--- config.mk ---
export PLATFORM = sky130hd
export DESIGN_NAME = mem_arbiter
export DESIGN_NICKNAME = d
export VERILOG_FILES = /design/src/rtl/mem_arbiter.sv
export SDC_FILE = /design/constraint.sdc
export NUM_CORES = 1
export LEC_CHECK = 0
export CORE_MARGIN = 1
export CORE_UTILIZATION = 44
export CTS_CLUSTER_SIZE = 25
export DETAILED_ROUTE_END_ITERATION = 8
export PLACE_DENSITY = 0.85
export SYNTH_ARGS = -nofsm -noshare
export SYNTH_HDL_FRONTEND = slang
export SYNTH_SLANG_ARGS = --single-unit
--- constraint.sdc ---
create_clock -name clk -period 3.4 [get_ports clk]
set_input_delay 0.34 -clock clk [delete_from_list [all_inputs] [get_ports clk]]
set_output_delay 0.34 -clock clk [all_outputs]
set_load 0.01 [all_outputs]
--- src/rtl/mem_arbiter.sv ---
// rtl/mem_arbiter.sv - single-port memory arbiter between MIPS fetch and memory stages
module mem_arbiter #(
  parameter int ADDR_W   = 32,
  parameter int DATA_W   = 32,
  parameter int MAX_WAIT = 16
) (
  input  logic              clk,
  input  logic              reset_n,
  // fetch side
  input  logic              i_req,
  input  logic [ADDR_W-1:0] i_addr,
  input  logic              f_hold,
  output logic [DATA_W-1:0] i_rdata,
  output logic              i_stall,
  // data side
  input  logic              d_req,
  input  logic              d_we,
  input  logic [ADDR_W-1:0] d_addr,
  input  logic [DATA_W-1:0] d_wdata,
  output logic [DATA_W-1:0] d_rdata,
  output logic              d_stall,
  // memory side
  output logic              mem_req,
  output logic              mem_we,
  output logic [ADDR_W-1:0] mem_addr,
  output logic [DATA_W-1:0] mem_wdata,
  input  logic [DATA_W-1:0] mem_rdata,
  input  logic              mem_ready,
  // status
  output logic              bus_err
);

  localparam int CNT_W = $clog2(MAX_WAIT + 1);
  localparam logic [CNT_W-1:0] LAST_WAIT = CNT_W'(MAX_WAIT - 1);

  typedef enum logic [1:0] {
    IDLE   = 2'd0,
    I_WAIT = 2'd1,
    D_WAIT = 2'd2
  } state_t;

  state_t            state_q, state_d;
  logic [CNT_W-1:0]  wait_cnt_q, wait_cnt_d;
  logic              i_hit_q, i_hit_d;
  logic              d_hit_q, d_hit_d;
  logic [DATA_W-1:0] i_rdata_q, i_rdata_d;
  logic [DATA_W-1:0] d_rdata_q, d_rdata_d;
  logic [ADDR_W-1:0] mem_addr_q, mem_addr_d;
  logic [DATA_W-1:0] mem_wdata_q, mem_wdata_d;
  logic              mem_we_q, mem_we_d;
  logic              bus_err_q, bus_err_d;

  logic              finish;
  logic              timeout;

  // Stalls follow the requests directly so the hazard unit sees them in the same cycle.
  assign i_stall   = i_req & ~i_hit_q;
  assign d_stall   = d_req & ~d_hit_q;

  // The memory bus is only driven from latched fields, and never from IDLE.
  assign mem_req   = (state_q != IDLE);
  assign mem_we    = mem_we_q & mem_req;
  assign mem_addr  = mem_addr_q;
  assign mem_wdata = mem_wdata_q;
  assign i_rdata   = i_rdata_q;
  assign d_rdata   = d_rdata_q;
  assign bus_err   = bus_err_q;

  // A wait cycle ends on mem_ready, or on the last allowed cycle without it.
  assign finish  = mem_req & (mem_ready | (wait_cnt_q == LAST_WAIT));
  assign timeout = mem_req & ~mem_ready & (wait_cnt_q == LAST_WAIT);

  // Next-state: grant, wait/complete/abort, and hit bookkeeping.
  always_comb begin
    state_d     = state_q;
    wait_cnt_d  = wait_cnt_q;
    i_hit_d     = i_hit_q;
    d_hit_d     = d_hit_q;
    i_rdata_d   = i_rdata_q;
    d_rdata_d   = d_rdata_q;
    mem_addr_d  = mem_addr_q;
    mem_wdata_d = mem_wdata_q;
    mem_we_d    = mem_we_q;
    bus_err_d   = bus_err_q;

    // The M stage always advances once d_hit has been seen, so it lives one cycle.
    if (d_hit_q) begin
      d_hit_d = 1'b0;
    end
    // A fetch result is held until the F/D register actually takes it.
    if (i_hit_q && !d_stall && !f_hold) begin
      i_hit_d = 1'b0;
    end

    unique case (state_q)
      IDLE: begin
        wait_cnt_d = '0;
        if (d_stall) begin
          mem_addr_d  = d_addr;
          mem_wdata_d = d_wdata;
          mem_we_d    = d_we;
          state_d     = D_WAIT;
        end else if (i_stall) begin
          mem_addr_d = i_addr;
          mem_we_d   = 1'b0;
          state_d    = I_WAIT;
        end
      end

      I_WAIT: begin
        wait_cnt_d = wait_cnt_q + CNT_W'(1);
        if (finish) begin
          state_d    = IDLE;
          wait_cnt_d = '0;
          i_hit_d    = 1'b1;
          i_rdata_d  = mem_ready ? mem_rdata : '0;
        end
      end

      D_WAIT: begin
        wait_cnt_d = wait_cnt_q + CNT_W'(1);
        if (finish) begin
          state_d    = IDLE;
          wait_cnt_d = '0;
          d_hit_d    = 1'b1;
          if (!mem_ready) begin
            d_rdata_d = '0;
          end else if (!mem_we_q) begin
            d_rdata_d = mem_rdata;
          end
        end
      end

      default: begin
        state_d = IDLE;
      end
    endcase

    if (timeout) begin
      bus_err_d = 1'b1;
    end
  end

  // State register with synchronous active-low reset.
  always_ff @(posedge clk) begin
    if (!reset_n) begin
      state_q     <= IDLE;
      wait_cnt_q  <= '0;
      i_hit_q     <= 1'b0;
      d_hit_q     <= 1'b0;
      i_rdata_q   <= '0;
      d_rdata_q   <= '0;
      mem_addr_q  <= '0;
      mem_wdata_q <= '0;
      mem_we_q    <= 1'b0;
      bus_err_q   <= 1'b0;
    end else begin
      state_q     <= state_d;
      wait_cnt_q  <= wait_cnt_d;
      i_hit_q     <= i_hit_d;
      d_hit_q     <= d_hit_d;
      i_rdata_q   <= i_rdata_d;
      d_rdata_q   <= d_rdata_d;
      mem_addr_q  <= mem_addr_d;
      mem_wdata_q <= mem_wdata_d;
      mem_we_q    <= mem_we_d;
      bus_err_q   <= bus_err_d;
    end
  end

endmodule

Yosys cells after proc, flatten, opt, wreduce, memory -nomap -nowiden:

Cells that the tools add are included.

* register bits: 139
* bits of input ports: 135
* output and inout port bits: 133
* word-level logic and storage cells: 59

* $add $sub $neg: 1
* eq/ne operators: 6
* muxes and demuxes: 17
* bitwise gates (word level): 10
* reductions and logical operators: 15

Operators by type and width (number)
* 2-to-1 mux 32 bit: 5
* case mux 5 bit (2 select lines): 1
* AND reduction 2 bit: 5
* AND 1 bit: 6
* 2-to-1 mux 1 bit: 6
* 2-to-1 mux 2 bit: 3
* nonzero test 2 bit: 3
* adder 5 x 1 -> 5 bit (second input constant): 1
* equality test 5 x 4 -> 1 bit (second input constant): 1
* 2-to-1 mux 5 bit: 1
* case mux 2 bit (2 select lines): 1
* inequality test 3 bit (second input constant): 1
* NOT 1 bit: 3
* AND reduction 3 bit: 1
* equality test 2 x 1 -> 1 bit (second input constant): 1
* equality test 2 bit (second input constant): 1
* logical AND 1 bit: 2
* zero test 1 bit: 2
* zero test 2 bit: 1
* inequality test 2 x 1 -> 1 bit (second input constant): 1
* inequality test 2 bit (second input constant): 1
* OR reduction 2 bit: 1
* bitwise OR 1 bit: 1

Longest topological paths before layout:

* depth after elaboration: 8
* mapped depth: 8
* depth with buffers taken out: 6

Least setup slack after synthesis:

No wires, ideal clock.

* path type: flip-flop to flip-flop
* from: register wait_cnt_q[0]
* to: register d_rdata_q[0] (netlist: d_rdata[0])
* library setup time: 0.072 ns
* arrival: 1.669 ns
* required time: 3.328 ns
* setup slack: 1.659 ns
* cell stages (with the launch flop): 8
* path buffers: 1
* clock period less this slack: 1.741 ns
* cell sequence: dfxtp_1 > ha_1 > and3_1 > ha_1 > nor2b_2 > o21ai_4 > buf_12 > mux2i_1

* word-level cells in the longest chain between the ends: 4

RTL lines
* from (decl): line 43 `logic [CNT_W-1:0] wait_cnt_q, wait_cnt_d;`
* from (signal assigned): line 159 `wait_cnt_q <= wait_cnt_d;`
* equality test 5 x 4 -> 1 bit: line 70 `assign finish = mem_req & (mem_ready | (wait_cnt_q == LAST_WAIT));`
* bitwise OR 1 bit: line 70
* AND 1 bit: line 70
* AND reduction 3 bit (no line)
* to (signal assigned): line 163 `d_rdata_q <= d_rdata_d;`
* to (decl): line 47 `logic [DATA_W-1:0] d_rdata_q, d_rdata_d;`

Every way passes these cells.
A chain may end at the register's enable or synchronous reset.

Final worst setup path:

* from: register state_q[0]
* to: output port mem_we

* word-level cells in the longest chain between the ends: 2

RTL lines
* from (decl): line 42 `state_t state_q, state_d;`
* from (signal assigned): line 158 `state_q <= state_d;`
* nonzero test 2 bit: line 61 `assign mem_req = (state_q != IDLE);`
* AND 1 bit: line 62 `assign mem_we = mem_we_q & mem_req;`
* to (decl): line 24 `output logic mem_we,`

Every way passes these cells.

==> results.toml <==
[timing]
worstMarginPinSlew_ns = 1.07
fin_skew_ns = 0.0115
whs_ns = 0.389
fin_crit_sh_pct = 69.0
tns_ns = 0
fmax_mhz = 426
finalHoldViolCount = 0
relSlewSlack_pct = 28.8
maxSlewViolCount = 0
rsz0062_at_grt = "false"
fin_crit_ns = 2.35
setup_viol = 0

[die]
dieHeight_um = 115
dieWidth_um = 115
fp.dieArea_mm2 = 0.0133
rows = 40
core_area_mm2 = 0.0123
num_io_pins = 268
start_util_pct = 46.0

[grt]
grt_first_pass_wirelength_mm = 25.4
antenna_found_initial = 0
grt_overflow = 0
grt_max_degree = 101
grt_pass1_vias = 5226
grt_util_all_layers_pct = 24.7

[worst_setup_path]
max_stage_delay_ns = 0.60
timing.rr.start = "state_q[0]"
critPathBufInv = 2
reg2reg_to = "mem_wdata[20]"
path_max_fanout = 9
cp_cell_sequence = "inv_1 > ha_1 > nor2b_1 > clkdlybuf4s50_1"
rrSetupSlack_ns = 1.23
arrival_ns = 2.01
critPathRequiredTime_ns = 3.06
worstSetupPathType = "reg -> out"
startpoint_type = "register"
crit_path_top_delay_cell = "clkdlybuf4s50_1"
ff2ff_path_depth = 5
crit_family = "buffers and inverters"
worstSetupPathDepth = 4
end_kind = "output port"

[yosys]
syn_area_per_cell_um2 = 9.48
synth_top_cell_by_area = "dfxtp_1"
synthFlopType = "dfxtp_1"
yosysWarnings = 0
async_reset_ff_share_pct = 0
netlist_instances = 595
yosysSeqAreaShare_pct = 49.3
synth_area_mm2 = 0.00564
synthesis.nets = 736
yosys.area.top_type_share_pct = 49.3
synth_area_leaders = "dfxtp_1 (49%), mux2i_1 (17%), nand2_1 (11%)"
synth-edff-count = 0
ys_seq_elements = 139
synth_cell_types = 36

[clocking]
root_buffer = "clkbuf_16"
clk-insertion-delay-late_ns = 0.41
numCtsBuffers = 17
cts.path.max_buffers = 2
tritoncts = "yes"
post-cts-setup-buffers = 0
cts.clk_slew.worst_paths_ns = 0.06
postCtsHoldBufs = 0
htreeDepth = 4
cts_sinks = 139
cts_resized = 0

[placed_design]
io_buffers = 267
dp.cells = 988
place_area_mm2 = 0.00821
dp_hpwl_mm = 11.6
gp_congestion = 0.767

[routing]
drt_iter0_drc = 225
wirelength_mm = 16.3
via_per_inst = 5.01
vias = 5112
drc = 0
drt-pass1-iter-count = 4
routedWlPerCell_um = 16.0
ant_nets = 0

[cells_and_area]
layout_commonest_cell = "clkdlybuf4s50_1"
drive_gt1_share_pct = 5.63
num_antenna_cells = 0
fillers = 903
layout_common_cells = "clkdlybuf4s50_1 (266), nand2_1 (162), dfxtp_1 (139), mux2i_1 (97), a21oi_1 (36)"
final_area_mm2 = 0.00883
areaGrowthSynthToFinish_pct = 56.6
finalNonFillerCells = 1020
fin_nets = 980

[power_and_ir_drop]
p_per_area_mw_per_mm2 = 518
p_leak_nw = 3.71
total_power_w = 0.00457
vdd_ir_drop_max_mv = 0.301

[hold_path]
hold_depth = 3
min_from = "reset_n"
min_to = "mem_addr[19]"
hold_class = "in -> reg"

[outcome]
status = "completed"

[job]
max-cap-violations = 0
==> flip-flops by register name (all words and copies together), names as in the netlist <==
signal / cells
wait_cnt_q: 5
d_hit_q: 1
mem_addr: 32
i_rdata: 32
bus_err: 1
mem_we_q: 1
mem_wdata: 32
i_hit_q: 1
d_rdata: 32
state_q: 2
==> worst register-to-register path: stages, from the launching register on <==
cell	delay [ns]
dfxtp_1	0.35
inv_1	0.09
ha_1	0.35
and3b_1	0.93
nand2_1	0.17
a21oi_1	0.19
==> through the flow <==
step	utilization (%)	worst slack, ns
global route	72.1	0.969
CTS	72.1	1.04
detailed placement	67.0	1.14
finish	72.1	1.05
floorplan	-	1.66
global placement	67.0	1.24
==> routing by layer <==
metal,vias up,routed length [um],GRT usage [%],part of all wire (%)
met3,38,1290,8.91,7.9
met1,2376,6200,26.4,38
met5,-,0,0,0
met2,196,8360,44.3,51
li1,2502,-,-,-
met4,0,486,9.78,3.0
==> how the worst max path moves through the flow <==
| stage | startpoint | endpoint | slack (ns) |
|---|---|---|---|
| CTS | state_q[0] | mem_we | 1.04 |
| global placement | d_req | mem_addr[30] | 1.24 |
| detailed placement | d_req | mem_addr[7] | 1.14 |
| finish | state_q[0] | mem_we | 1.05 |
| global route | state_q[0] | mem_we | 0.97 |
| floorplan | wait_cnt_q[0] | d_rdata[0] | 1.66 |
==> final cells by class <==
type / instances / area [um^2] / area share, %
multi-input cells: 402 / 2480 / 28.1
clock buffers: 20 / 457 / 5.17
inverters: 6 / 22.5 / 0.255
repair buffers: 273 / 2720 / 30.7
well taps: 168 / 210 / 2.38
clock inverters: 12 / 164 / 1.86
flip-flops and latches: 139 / 2780 / 31.5
==> power by group <==
part	total, W	switching (W)	internal, W	leakage (nW)
Combinational	0.000847	0.000393	0.000453	2.29
Clock	0.00191	0.000715	0.00120	0.289
Sequential	0.00181	0.0000653	0.00175	1.13
==> cell families after synthesis <==
logic type / share of synthesized area (%)
buffers and inverters: 6.65
and+or+nand+nor: 16.3
xor gates and xnor gates: 0.466
muxes: 17.2
adders and majority gates: 1.33
DFF: 49.3
AOI/OAI and AO/OA: 8.72
==> Yosys cell counts, types with 2 or more instances <==
| master | count |
|---|---|
| nor2b_1 | 2 |
| buf_8 | 2 |
| nand3_1 | 32 |
| buf_12 | 3 |
| nand3b_1 | 2 |
| o22ai_1 | 32 |
| o21ai_0 | 2 |
| ha_1 | 6 |
| clkbuf_1 | 10 |
| dfxtp_1 | 139 |
| nor2b_4 | 2 |
| nand2_1 | 162 |
| buf_2 | 21 |
| buf_4 | 4 |
| nor2b_2 | 2 |
| a21oi_1 | 36 |
| nor2_1 | 10 |
| inv_1 | 5 |
| a22o_1 | 2 |
| xor2_1 | 2 |
| buf_6 | 8 |
| mux2i_1 | 97 |
No activity file was read; power rests on OpenSTA's default activity.
